===== src/rtl/uart_rx_param.sv =====
// Parametrised UART receiver: synchroniser, start-glitch rejection, parity/framing checks, break recovery.
// Optional macro UART_RX_MAJORITY_EN: each bit sample is a 2-of-3 vote instead of a single sample.
module uart_rx_param #(
  parameter int unsigned CLKS_PER_BIT = 5208,
  parameter int unsigned DATA_BITS    = 8,
  parameter int unsigned PARITY_MODE  = 0,
  parameter int unsigned STOP_BITS    = 1
) (
  input  logic                 CLK,
  input  logic                 RST,
  input  logic                 rxd,
  output logic [DATA_BITS-1:0] dout,
  output logic                 valid,
  output logic                 frame_err,
  output logic                 parity_err,
  output logic                 busy
);

  localparam int unsigned CNT_W = $clog2(CLKS_PER_BIT);
  localparam int unsigned IDX_W = $clog2(DATA_BITS);
  localparam logic [CNT_W-1:0] CNT_FULL = CNT_W'(CLKS_PER_BIT - 1);
  localparam logic [CNT_W-1:0] CNT_HALF = CNT_W'(CLKS_PER_BIT / 2 - 1);
  localparam logic [IDX_W-1:0] IDX_LAST = IDX_W'(DATA_BITS - 1);
  localparam logic             STOP_LAST = 1'(STOP_BITS - 1);

  typedef enum logic [2:0] {
    S_IDLE, S_START, S_DATA, S_PARITY, S_STOP, S_DONE, S_WAIT_HIGH
  } state_t;

  state_t               state_q;
  logic [CNT_W-1:0]     cnt_q;
  logic [IDX_W-1:0]     idx_q;
  logic                 stop_idx_q;
  logic [DATA_BITS-1:0] shift_q;
  logic                 frame_err_n_q;
  logic                 parity_err_n_q;
  logic                 meta_q;
  logic                 rxd_s_q;
  logic [DATA_BITS-1:0] dout_q;
  logic                 valid_q;
  logic                 frame_err_q;
  logic                 parity_err_q;
  logic                 busy_q;
  logic                 tick_c;
  logic                 smp_c;

  assign tick_c = (cnt_q == '0);

  // Two-flop synchroniser on the asynchronous line, idles high
  always_ff @(posedge CLK) begin
    if (RST) begin
      meta_q  <= 1'b1;
      rxd_s_q <= 1'b1;
    end else begin
      meta_q  <= rxd;
      rxd_s_q <= meta_q;
    end
  end

`ifdef UART_RX_MAJORITY_EN
  logic s2_q;
  logic s1_q;

  // Capture the two samples preceding the bit centre for a 2-of-3 vote
  always_ff @(posedge CLK) begin
    if (RST) begin
      s2_q <= 1'b1;
      s1_q <= 1'b1;
    end else begin
      if (cnt_q == CNT_W'(2)) s2_q <= rxd_s_q;
      if (cnt_q == CNT_W'(1)) s1_q <= rxd_s_q;
    end
  end

  assign smp_c = (s2_q & s1_q) | (s2_q & rxd_s_q) | (s1_q & rxd_s_q);
`else
  assign smp_c = rxd_s_q;
`endif

  always_ff @(posedge CLK) begin
    if (RST) begin
      state_q        <= S_IDLE;
      cnt_q          <= '0;
      idx_q          <= '0;
      stop_idx_q     <= 1'b0;
      shift_q        <= '0;
      frame_err_n_q  <= 1'b0;
      parity_err_n_q <= 1'b0;
      dout_q         <= '0;
      valid_q        <= 1'b0;
      frame_err_q    <= 1'b0;
      parity_err_q   <= 1'b0;
      busy_q         <= 1'b0;
    end else begin
      valid_q <= 1'b0;
      case (state_q)
        S_IDLE: begin
          if (!rxd_s_q) begin
            state_q <= S_START;
            cnt_q   <= CNT_HALF;
            busy_q  <= 1'b1;
          end
        end
        S_START: begin
          if (tick_c) begin
            cnt_q <= CNT_FULL;
            if (smp_c) begin
              // Line went back high before mid start bit: treat as noise
              state_q <= S_IDLE;
              busy_q  <= 1'b0;
            end else begin
              state_q        <= S_DATA;
              idx_q          <= '0;
              stop_idx_q     <= 1'b0;
              frame_err_n_q  <= 1'b0;
              parity_err_n_q <= 1'b0;
            end
          end else begin
            cnt_q <= cnt_q - 1'b1;
          end
        end
        S_DATA: begin
          if (tick_c) begin
            cnt_q   <= CNT_FULL;
            shift_q <= {smp_c, shift_q[DATA_BITS-1:1]};
            if (idx_q == IDX_LAST) begin
              state_q <= (PARITY_MODE != 0) ? S_PARITY : S_STOP;
            end else begin
              idx_q <= idx_q + 1'b1;
            end
          end else begin
            cnt_q <= cnt_q - 1'b1;
          end
        end
        S_PARITY: begin
          if (tick_c) begin
            cnt_q          <= CNT_FULL;
            parity_err_n_q <= (PARITY_MODE == 2) ? ~(^shift_q ^ smp_c) : (^shift_q ^ smp_c);
            state_q        <= S_STOP;
          end else begin
            cnt_q <= cnt_q - 1'b1;
          end
        end
        S_STOP: begin
          if (tick_c) begin
            cnt_q <= CNT_FULL;
            if (!smp_c) frame_err_n_q <= 1'b1;
            if (stop_idx_q == STOP_LAST) begin
              state_q <= S_DONE;
            end else begin
              stop_idx_q <= stop_idx_q + 1'b1;
            end
          end else begin
            cnt_q <= cnt_q - 1'b1;
          end
        end
        S_DONE: begin
          dout_q       <= shift_q;
          frame_err_q  <= frame_err_n_q;
          parity_err_q <= parity_err_n_q;
          valid_q      <= 1'b1;
          if (frame_err_n_q) begin
            state_q <= S_WAIT_HIGH;
          end else begin
            state_q <= S_IDLE;
            busy_q  <= 1'b0;
          end
        end
        S_WAIT_HIGH: begin
          // A break holds the line low; only a return to idle re-arms start detection
          if (rxd_s_q) begin
            state_q <= S_IDLE;
            busy_q  <= 1'b0;
          end
        end
        default: begin
          state_q <= S_IDLE;
          busy_q  <= 1'b0;
        end
      endcase
    end
  end

  assign dout       = dout_q;
  assign valid      = valid_q;
  assign frame_err  = frame_err_q;
  assign parity_err = parity_err_q;
  assign busy       = busy_q;

endmodule


===== config.mk =====
export PLATFORM = sky130hd
export DESIGN_NAME = uart_rx_param
export DESIGN_NICKNAME = d
export VERILOG_FILES = /design/src/rtl/uart_rx_param.sv
export SDC_FILE = /design/constraint.sdc
export NUM_CORES = 1
export LEC_CHECK = 0
export ABC_CLOCK_PERIOD_IN_PS = 2430
export CAP_MARGIN = 15
export CORE_MARGIN = 5
export CORE_UTILIZATION = 58
export CTS_BUF_LIST = sky130_fd_sc_hd__clkbuf_16
export DETAILED_ROUTE_END_ITERATION = 6
export PLACE_DENSITY_LB_ADDON = 0.05
export SLEW_MARGIN = 20
export SYNTH_ARGS = -nofsm -noshare
export SYNTH_HDL_FRONTEND = slang
export SYNTH_SLANG_ARGS = --single-unit
export TNS_END_PERCENT = 100

===== constraint.sdc =====
create_clock -name CLK -period 2.43 [get_ports CLK]
set_input_delay 0.3645 -clock CLK [delete_from_list [all_inputs] [get_ports CLK]]
set_output_delay 0.3645 -clock CLK [all_outputs]
set_load 0.01 [all_outputs]

# ---- After elaboration in Yosys (flattened, before gate mapping)
# Cells that the tools add are included.
dict set report op_classes {
  n_addsub 3
  eq_ne 19
  n_mux 34
  n_bitwise 2
  n_reduce_logical 17
}
# operator count
set op_table {}
lappend op_table {{3-bit 2-to-1 mux} 13}
lappend op_table {{13-bit 2-to-1 mux} 2}
lappend op_table {{13-bit one-hot mux with 2 select lines} 1}
lappend op_table {{2-bit inequality test, second input constant} 12}
lappend op_table {{3-bit one-hot mux with 7 select lines} 1}
lappend op_table {{13-bit zero test} 1}
lappend op_table {{13-bit by 1-bit subtractor with 13-bit output, second input constant} 1}
lappend op_table {{3-bit equality test, second input constant} 4}
lappend op_table {{4-bit AND reduction} 3}
lappend op_table {{1-bit 2-to-1 mux} 11}
lappend op_table {{5-bit AND reduction} 2}
lappend op_table {{8-bit AND reduction} 1}
lappend op_table {{2-bit nonzero test} 4}
lappend op_table {{8-bit XOR reduction} 1}
lappend op_table {{3-bit by 2-bit equality test with 1-bit output, second input constant} 2}
lappend op_table {{1-bit one-hot mux with 2 select lines} 3}
lappend op_table {{3-bit one-hot mux with 2 select lines} 1}
lappend op_table {{1-bit one-hot mux with 5 select lines} 1}
lappend op_table {{2-bit AND reduction} 2}
lappend op_table {{4-bit OR reduction} 1}
lappend op_table {{3-bit by 1-bit adder with 3-bit output, second input constant} 1}
lappend op_table {{3-bit by 1-bit equality test with 1-bit output, second input constant} 1}
lappend op_table {{3-bit zero test} 1}
lappend op_table {{3-bit OR reduction} 1}
lappend op_table {{other kinds (4)} 4}
dict set report totals {
  ff_bits 44
}

# ---- Depth between registers and ports, before layout
# Gate-level depths: netlist (run 1).
dict set report logic_depth {
  ltp_word 4
  ltp_mapped 8
  depth_no_buf 7
}

# ---- Worst setup path before layout (run 1)
# OpenSTA, ideal clock, no wires.
dict set report synth_timing {
  kind {register to register}
  from {reg cnt_q[0]}
  to {reg cnt_q[7]}
  setup_time_ns 0.091
  arrival_time_ns 1.653
  required_ns 2.339
  setup_slack_ns 0.686
  stages_incl_launch_ff 8
  period_less_slack_ns 1.744
  path_cell_list {dfxtp_1 inv_1 ha_1 nor3b_2 and4_4 buf_6 or3_1 a311oi_1}
}
dict set report synth_via {
  elab_chain_cells 3
  word_cells_on_any_way 4
  cone_classes {add/sub: 1; mux: 2; reduce/logical: 1}
}
# element line
set synth_lines {}
lappend synth_lines {{start: declaration} 31} ;# logic [CNT_W-1:0] cnt_q;
lappend synth_lines {{start signal: assignment} 119} ;# cnt_q <= cnt_q - 1'b1;
lappend synth_lines {{start signal: assignment} 132} ;# cnt_q <= cnt_q - 1'b1;
lappend synth_lines {{start signal: assignment} 141} ;# cnt_q <= cnt_q - 1'b1;
lappend synth_lines {{13-bit by 1-bit subtractor with 13-bit output / 13-bit zero test (equally long branches)} -}
lappend synth_lines {{13-bit 2-to-1 mux (*)} -}
lappend synth_lines {{13-bit one-hot mux with 2 select lines (*)} 96} ;# case (state_q)
# Mark *: on every way between the ends. The rest lies on a longest branch, timed or not.
# A chain may end at the register's enable or synchronous reset.

# ---- Final worst setup path (run 1)
dict set report layout_timing {
  from {reg cnt_q[0]}
  to {reg idx_q[0]}
}
dict set report layout_via {
  elab_chain_cells 3
  word_cells_on_any_way 4
  cone_classes {eq/ne: 2; reduce/logical: 2}
}
# element line
set layout_lines {}
lappend layout_lines {{13-bit zero test (*)} 47} ;# assign tick_c = (cnt_q == '0);
lappend layout_lines {{2-bit inequality test (no line)} -}
lappend layout_lines {{5-bit AND reduction (no line) (*)} -}
lappend layout_lines {{end signal: assignment} 129} ;# idx_q <= idx_q + 1'b1;
lappend layout_lines {{end: declaration} 32} ;# logic [IDX_W-1:0] idx_q;
# Marked as above.

==> results of run 1 <==
kinds of logic after synthesis:
logic type | after synthesis
flip-flops | 43
AO/OA/AOI/OAI | 58
multiplexers | 13
buffers and inverters | 23
XOR/XNOR | 12
adder cells (fa/ha/maj) | 4
AND/OR/NAND/NOR | 101
routing by layer:
layer  wire length [um]  share of wire
met5                  0              0
met3                166          0.035
met2               2240           0.48
met1               2188           0.46
met4                116          0.025
cell usage after synthesis (all sizes together), types with 2 or more instances:
| cell type | count |
|---|---|
| a21oi | 29 |
| nand2 | 16 |
| nor3 | 12 |
| nor2 | 31 |
| nor3b | 2 |
| buf | 10 |
| nand3b | 3 |
| or3 | 2 |
| a21o | 3 |
| a31oi | 5 |
| mux2i | 12 |
| or2 | 4 |
| clkbuf | 8 |
| nand3 | 11 |
| nand2b | 2 |
| o21ai | 9 |
| nor4 | 3 |
| dfxtp | 43 |
| ha | 4 |
| nand4 | 5 |
| a211oi | 2 |
| xor2 | 2 |
| nor2b | 4 |
| xnor2 | 10 |
| inv | 5 |
| o31ai | 2 |
power breakdown:
| group | leakage [nW] | internal, mW | switching, mW |
|---|---|---|---|
| sequential | 0.348 | 0.727 | 0.0341 |
| combinational | 0.551 | 0.128 | 0.196 |
| clock | 0.0952 | 0.585 | 0.267 |
| total | 0.994 | 1.44 | 0.497 |
path summary, 6_finish.rpt:
path / startpoint / to / slack, ns / depth (start not counted)
setup / recovery: cnt_q[0] / idx_q[0] / 0.45 / 7
setup reg to reg: cnt_q[0] / idx_q[0] / 0.45 / 7
hold / removal: meta_q / rxd_s_q / 0.41 / 1
hold reg to reg: meta_q / rxd_s_q / 0.41 / 1
state kept, by name (all words and copies together) (netlist names):
signal	flops
state_q	3
cnt_q	13
busy	1
frame_err_n_q	1
frame_err	1
parity_err_n_q	1
shift_q	8
rxd_s_q	1
valid	1
parity_err	1
meta_q	1
idx_q	3
dout	8
layout make-up:
cell class	instances	area [um2]
Multi-Input combinational cell	188	1227
Sequential cell	43	860.8
Timing Repair Buffer	21	192.7
Tap cell	48	60.06
Fill cell	310	1140
Inverter	5	18.77
Clock inverter	3	63.81
Clock buffer	5	125.1
critical path, stage by stage, from the launching register on:
cell and delay (ns):
dfxtp_1 0.35, inv_1 0.10, ha_1 0.20, nor3b_2 0.33
nand4_4 0.23, or3_4 0.44, mux2i_1 0.16, nor2_1 0.05
through the flow:
stage / cells / power, mW / worst slack [ns] / hold slack [ns] / instance area (um2)
after floorplan: 254 / 1.045 / 0.6863 / 0.3895 / 2212
after global placement: 305 / 1.089 / 0.5724 / 0.3924 / 2360
after detailed placement: 305 / 1.091 / 0.5232 / 0.3985 / 2360
after CTS: 313 / 1.951 / 0.4484 / 0.4125 / 2549
after global routing: 313 / 2.019 / 0.2663 / 0.4161 / 2549
final: 313 / 1.937 / 0.4482 / 0.4091 / 2549
==> flow_summary.json, run 1 <==
{
  "route.vias.total": 1791,
  "post_cts_buffers": 0,
  "synth-seq-cells": 43,
  "async_flop_share": 0,
  "antenna_cells": 0,
  "synth-simple-area-share": 0.2636,
  "slew_viol_final": 0,
  "drive_above_1_share": 0.1245,
  "grt_pass1_wl_um": 8066,
  "nets": 271,
  "grt-busiest-layer": "met2",
  "grt.overflow.total": 0,
  "grtUsageTotal": 0.1980,
  "fp.dieH_um": 71.76,
  "cap_violations": 0,
  "hp-class": "reg2reg",
  "max_slew_margin": 0.6175,
  "p_leak_nw": 0.9944,
  "clk_path_buf_depth": 2,
  "drt-total-wl_um": 4711,
  "final.period_utilization": 0.8156,
  "path_clk_slew_ns": 0.06,
  "grt_pass1_vias": 1692,
  "fmax_mhz": 504.6,
  "syn-num-nets": 261,
  "synth.area.top_cells": "dfxtp_1 (39%), a21oi_1 (6.6%), mux2i_1 (5.4%), nor2_1 (5.1%), xnor2_1 (4.0%)",
  "htreeDepth": 2,
  "cp.arrival_ns": 2.15,
  "synthXorXnorAreaFrac": 0.04751,
  "timing_worst_setup_path_type": "reg2reg",
  "period_minus_slack_ns": 1.982,
  "muxShareOfSynthArea": 0.05939,
  "ios": 15,
  "synth.top_cell.area_share": 0.3891,
  "final_core_utilization": 0.6910,
  "yosysUniqueCellTypes": 51,
  "yosysSeqAreaShare": 0.3891,
  "area_delta_synth_final_pct": 15.21,
  "dieArea_um2": 5149,
  "synth_ff_type": "dfxtp_1",
  "firstDrtPassIters": 4,
  "place_congestion": 0.8560,
  "start_kind": "register",
  "skew_ns": 0.003646,
  "via_per_inst": 5.722,
  "status": "completed",
  "hold_buffers": 0,
  "cp-end-kind": "register",
  "syn_area_um2": 2212,
  "final_cell_mix": "dfxtp_1 (43), nor2_1 (30), a21oi_1 (29)",
  "initial_core_util": 0.5997,
  "use_met1": 0.2489,
  "synth_cells": 254,
  "worst_pin_slew_ns": 0.5578,
  "drtIter0Drc": 112,
  "post-route-drc-count": 0,
  "power_density_nw_per_um2": 759.9,
  "cts_tree": "built",
  "finalSetupViolCount": 0,
  "grtUsageMet2": 0.3204,
  "required_ns": 2.60,
  "rsz0062_at_grt": "no",
  "setup_tns_ns": 0,
  "core_area_um2": 3689,
  "layout_commonest_cell": "dfxtp_1",
  "use_met3": 0.04769,
  "dieWidth_um": 71.76,
  "port_buffers": 14,
  "irDropWorstVdd_mv": 0.4412,
  "synth-warning-count": 0,
  "synth-edff-count": 0,
  "antenna_found_initial": 0,
  "synth_compound_area_frac": 0.1618,
  "synth_fa_ha_area_frac": 0.02262,
  "rows": 22,
  "clock_latency_ns": 0.28,
  "hold_viol": 0,
  "grt_max_degree": 26,
  "cts_resized": 0,
  "hpwl_um": 3109,
  "wl_per_cell_um": 15.05,
  "antenna_left": 0,
  "cts_made_buffers": 5,
  "synth_top_family_by_area": "simple AND/OR/NAND/NOR gates",
  "cts_sinks": 43,
  "syn_avg_cell_area_um2": 8.709,
  "cp_max_fo": 10,
  "yosys.area.top_type": "dfxtp_1",
  "cts-root-buf": "clkbuf_16"
}
Note: power is estimated with default switching activity, not from simulation.
==> run 2, diff against run 1 <==
- ABC_CLOCK_PERIOD_IN_PS: 2430 -> 1800
- CORE_UTILIZATION: 58 -> 52
- clock period: 2.43 -> 1.8 ns (I/O delays scaled with it)
==> run 2 against run 1 <==
Compared with the run above:
- register-to-register slack got worse by 0.36 ns
- critical endpoint unchanged
- die area up 9.9%
- critical path depth is the same
- via count grew 2.3%
- power is 25% higher
- worst setup slack got worse by 0.36 ns
- maximum frequency is 15% higher
- global-route usage down 1.6 points
- clock power up 0.9%
- hold slack worse by 0.0025 ns
- critical path type unchanged
==> flow_summary.json, run 2 (synthesis gave the netlist of run 1 again) <==
{
  "status": "completed",
  "cp-end-kind": "register",
  "switching_share": 0.2829,
  "path_cells": "ha_1, ha_1, nor3b_1, a21oi_1, or3_4, mux2i_1, nor2_1",
  "slew_viol_final": 0,
  "hp-class": "reg2reg",
  "fillCellCount": 342,
  "via_per_inst": 5.588,
  "cts_made_buffers": 5,
  "route.vias.total": 1833,
  "post-route-drc-count": 0,
  "grt_pass1_vias": 1640,
  "rrSetupSlack_ns": 0.08,
  "skew_ns": 0.002867,
  "final.period_utilization": 0.9536,
  "period_minus_slack_ns": 1.716,
  "clock_latency_ns": 0.28,
  "rr_startpoint": "idx_q[0]",
  "hold_slack_ns": 0.4066,
  "firstDrtPassIters": 4,
  "largest_reg_flops": 13,
  "cp_slowest_cell": "or3_4",
  "cts-root-buf": "clkbuf_16",
  "required_ns": 1.97,
  "p_total_mw": 2.422,
  "grt_pass1_wl_um": 7838,
  "htreeDepth": 2,
  "cp_max_fo": 3,
  "antenna_left": 0,
  "rsz0062_at_grt": "yes",
  "nets": 284,
  "final_cell_mix": "dfxtp_1 (42), nor2_1 (29), a21oi_1 (27)",
  "cts_sinks": 43,
  "drt-total-wl_um": 4671,
  "crit_top_cell": "ha_1",
  "place_congestion": 0.8628,
  "irDropWorstVdd_mv": 0.5842,
  "start_kind": "register",
  "r2r_cells": 7,
  "worstSetupStartpoint": "idx_q[0]",
  "slowest_delay_ns": 0.37,
  "fin_cells": 328,
  "hold_viol": 0,
  "setup_tns_ns": 0,
  "dp_cells": 319,
  "ios": 15,
  "grtUsageTotal": 0.1819,
  "antenna_cells": 0,
  "worst_pin_slew_ns": 0.4490,
  "rr_endpoint": "idx_q[0]",
  "fp.dieH_um": 75.23,
  "hold_depth": 1,
  "port_buffers": 14,
  "critPathTopFamily": "simple AND/OR/NAND/NOR gates",
  "cap_violations": 0,
  "cp.arrival_ns": 1.89,
  "hp-start": "meta_q",
  "grt.overflow.total": 0,
  "p_leak_nw": 1.049,
  "final_core_utilization": 0.6553,
  "dieWidth_um": 75.23,
  "seqPwrFrac": 0.422,
  "core_area_um2": 4058,
  "switchingPower_uw": 685.1,
  "grt_max_degree": 37,
  "initial_core_util": 0.5452,
  "rows": 23,
  "area_delta_synth_final_pct": 20.19,
  "p_int_mw": 1.737,
  "layout_commonest_cell": "dfxtp_1",
  "fmax_mhz": 582.6,
  "dieArea_um2": 5659,
  "p_comb_frac": 0.224,
  "drive_above_1_share": 0.2014,
  "clkPwrFrac": 0.355,
  "cts_tree": "built",
  "power_density_nw_per_um2": 910.9,
  "antenna_found_initial": 0,
  "timing_worst_setup_path_type": "reg2reg",
  "finalSetupViolCount": 0,
  "clk_path_buf_depth": 2,
  "wl_per_cell_um": 14.24,
  "max_slew_margin": 0.6990,
  "top_register": "cnt_q",
  "crit_buf_inv": 0,
  "drtIter0Drc": 52,
  "hold_end": "rxd_s_q",
  "hpwl_um": 3245,
  "path_clk_slew_ns": 0.06
}
## run 2: stage by stage
stage / setup WS, ns / cell area (um2)
2_1_floorplan: 0.05632 / 2212
3_3_place_gp: 0.04857 / 2465
3_5_place_dp: -0.01392 / 2465
4_1_cts: 0.04579 / 2623
5_1_grt: -0.02296 / 2659
6_report: 0.08356 / 2659
## run 2: worst register-to-register path: cells and delay by family, from the launching register on
| kind | cells | cell delay [ns] |
|---|---|---|
| DFF | 1 | 0.33 |
| adders and majority gates | 2 | 0.43 |
| and+or+nand+nor | 3 | 0.61 |
| AOI/OAI and AO/OA | 1 | 0.09 |
| muxes | 1 | 0.15 |
## run 2: repair_timing
| item | 4_1_cts | 5_1_grt |
|---|---|---|
| setup buffers | 1 | 0 |
| pin swaps | 1 | 10 |
| gates resized for setup | 2 | 11 |
| hold buffers | 0 | 0 |
| setup endpoints to repair | 9 | 19 |
| hold endpoints to repair | 0 | 0 |
## run 2: how the worst max path moves through the flow
stage                 end  slack [ns]  depth (start not counted)
6_report         idx_q[0]        0.08                          7
5_1_grt          idx_q[2]       -0.02                          7
4_1_cts          idx_q[1]        0.05                          7
3_5_place_dp   shift_q[5]       -0.01                          7
3_3_place_gp   shift_q[5]        0.05                          7
2_1_floorplan    cnt_q[7]        0.06                          7
## run 2: cell type report
type / instances / area [um2] / share of cell area
inverters: 5 / 18.77 / 0.007059
multi-input cells: 188 / 1271 / 0.4781
clock buffers: 5 / 125.1 / 0.04706
repair buffers: 34 / 302.8 / 0.1139
clock inverters: 3 / 16.27 / 0.006118
well taps: 50 / 62.56 / 0.02353
flip-flops and latches: 43 / 862.1 / 0.3242
## run 2: power groups by stage
stage	clock network (mW)	logic [mW]	registers, mW
after floorplan	0	0.376	1.03
after global placement	0	0.502	1.04
after detailed placement	0	0.504	1.04
after CTS	0.886	0.525	1.02
after global routing	0.930	0.592	1.02
final	0.859	0.542	1.02
## run 2: per-layer routing
metal | track usage | up-vias | part of all wire
li1 | - | 945 | -
met1 | 0.2635 | 850 | 0.51
met2 | 0.2631 | 31 | 0.44
met3 | 0.04005 | 7 | 0.035
met4 | 0.06990 | 0 | 0.018
met5 | 0 | - | 0
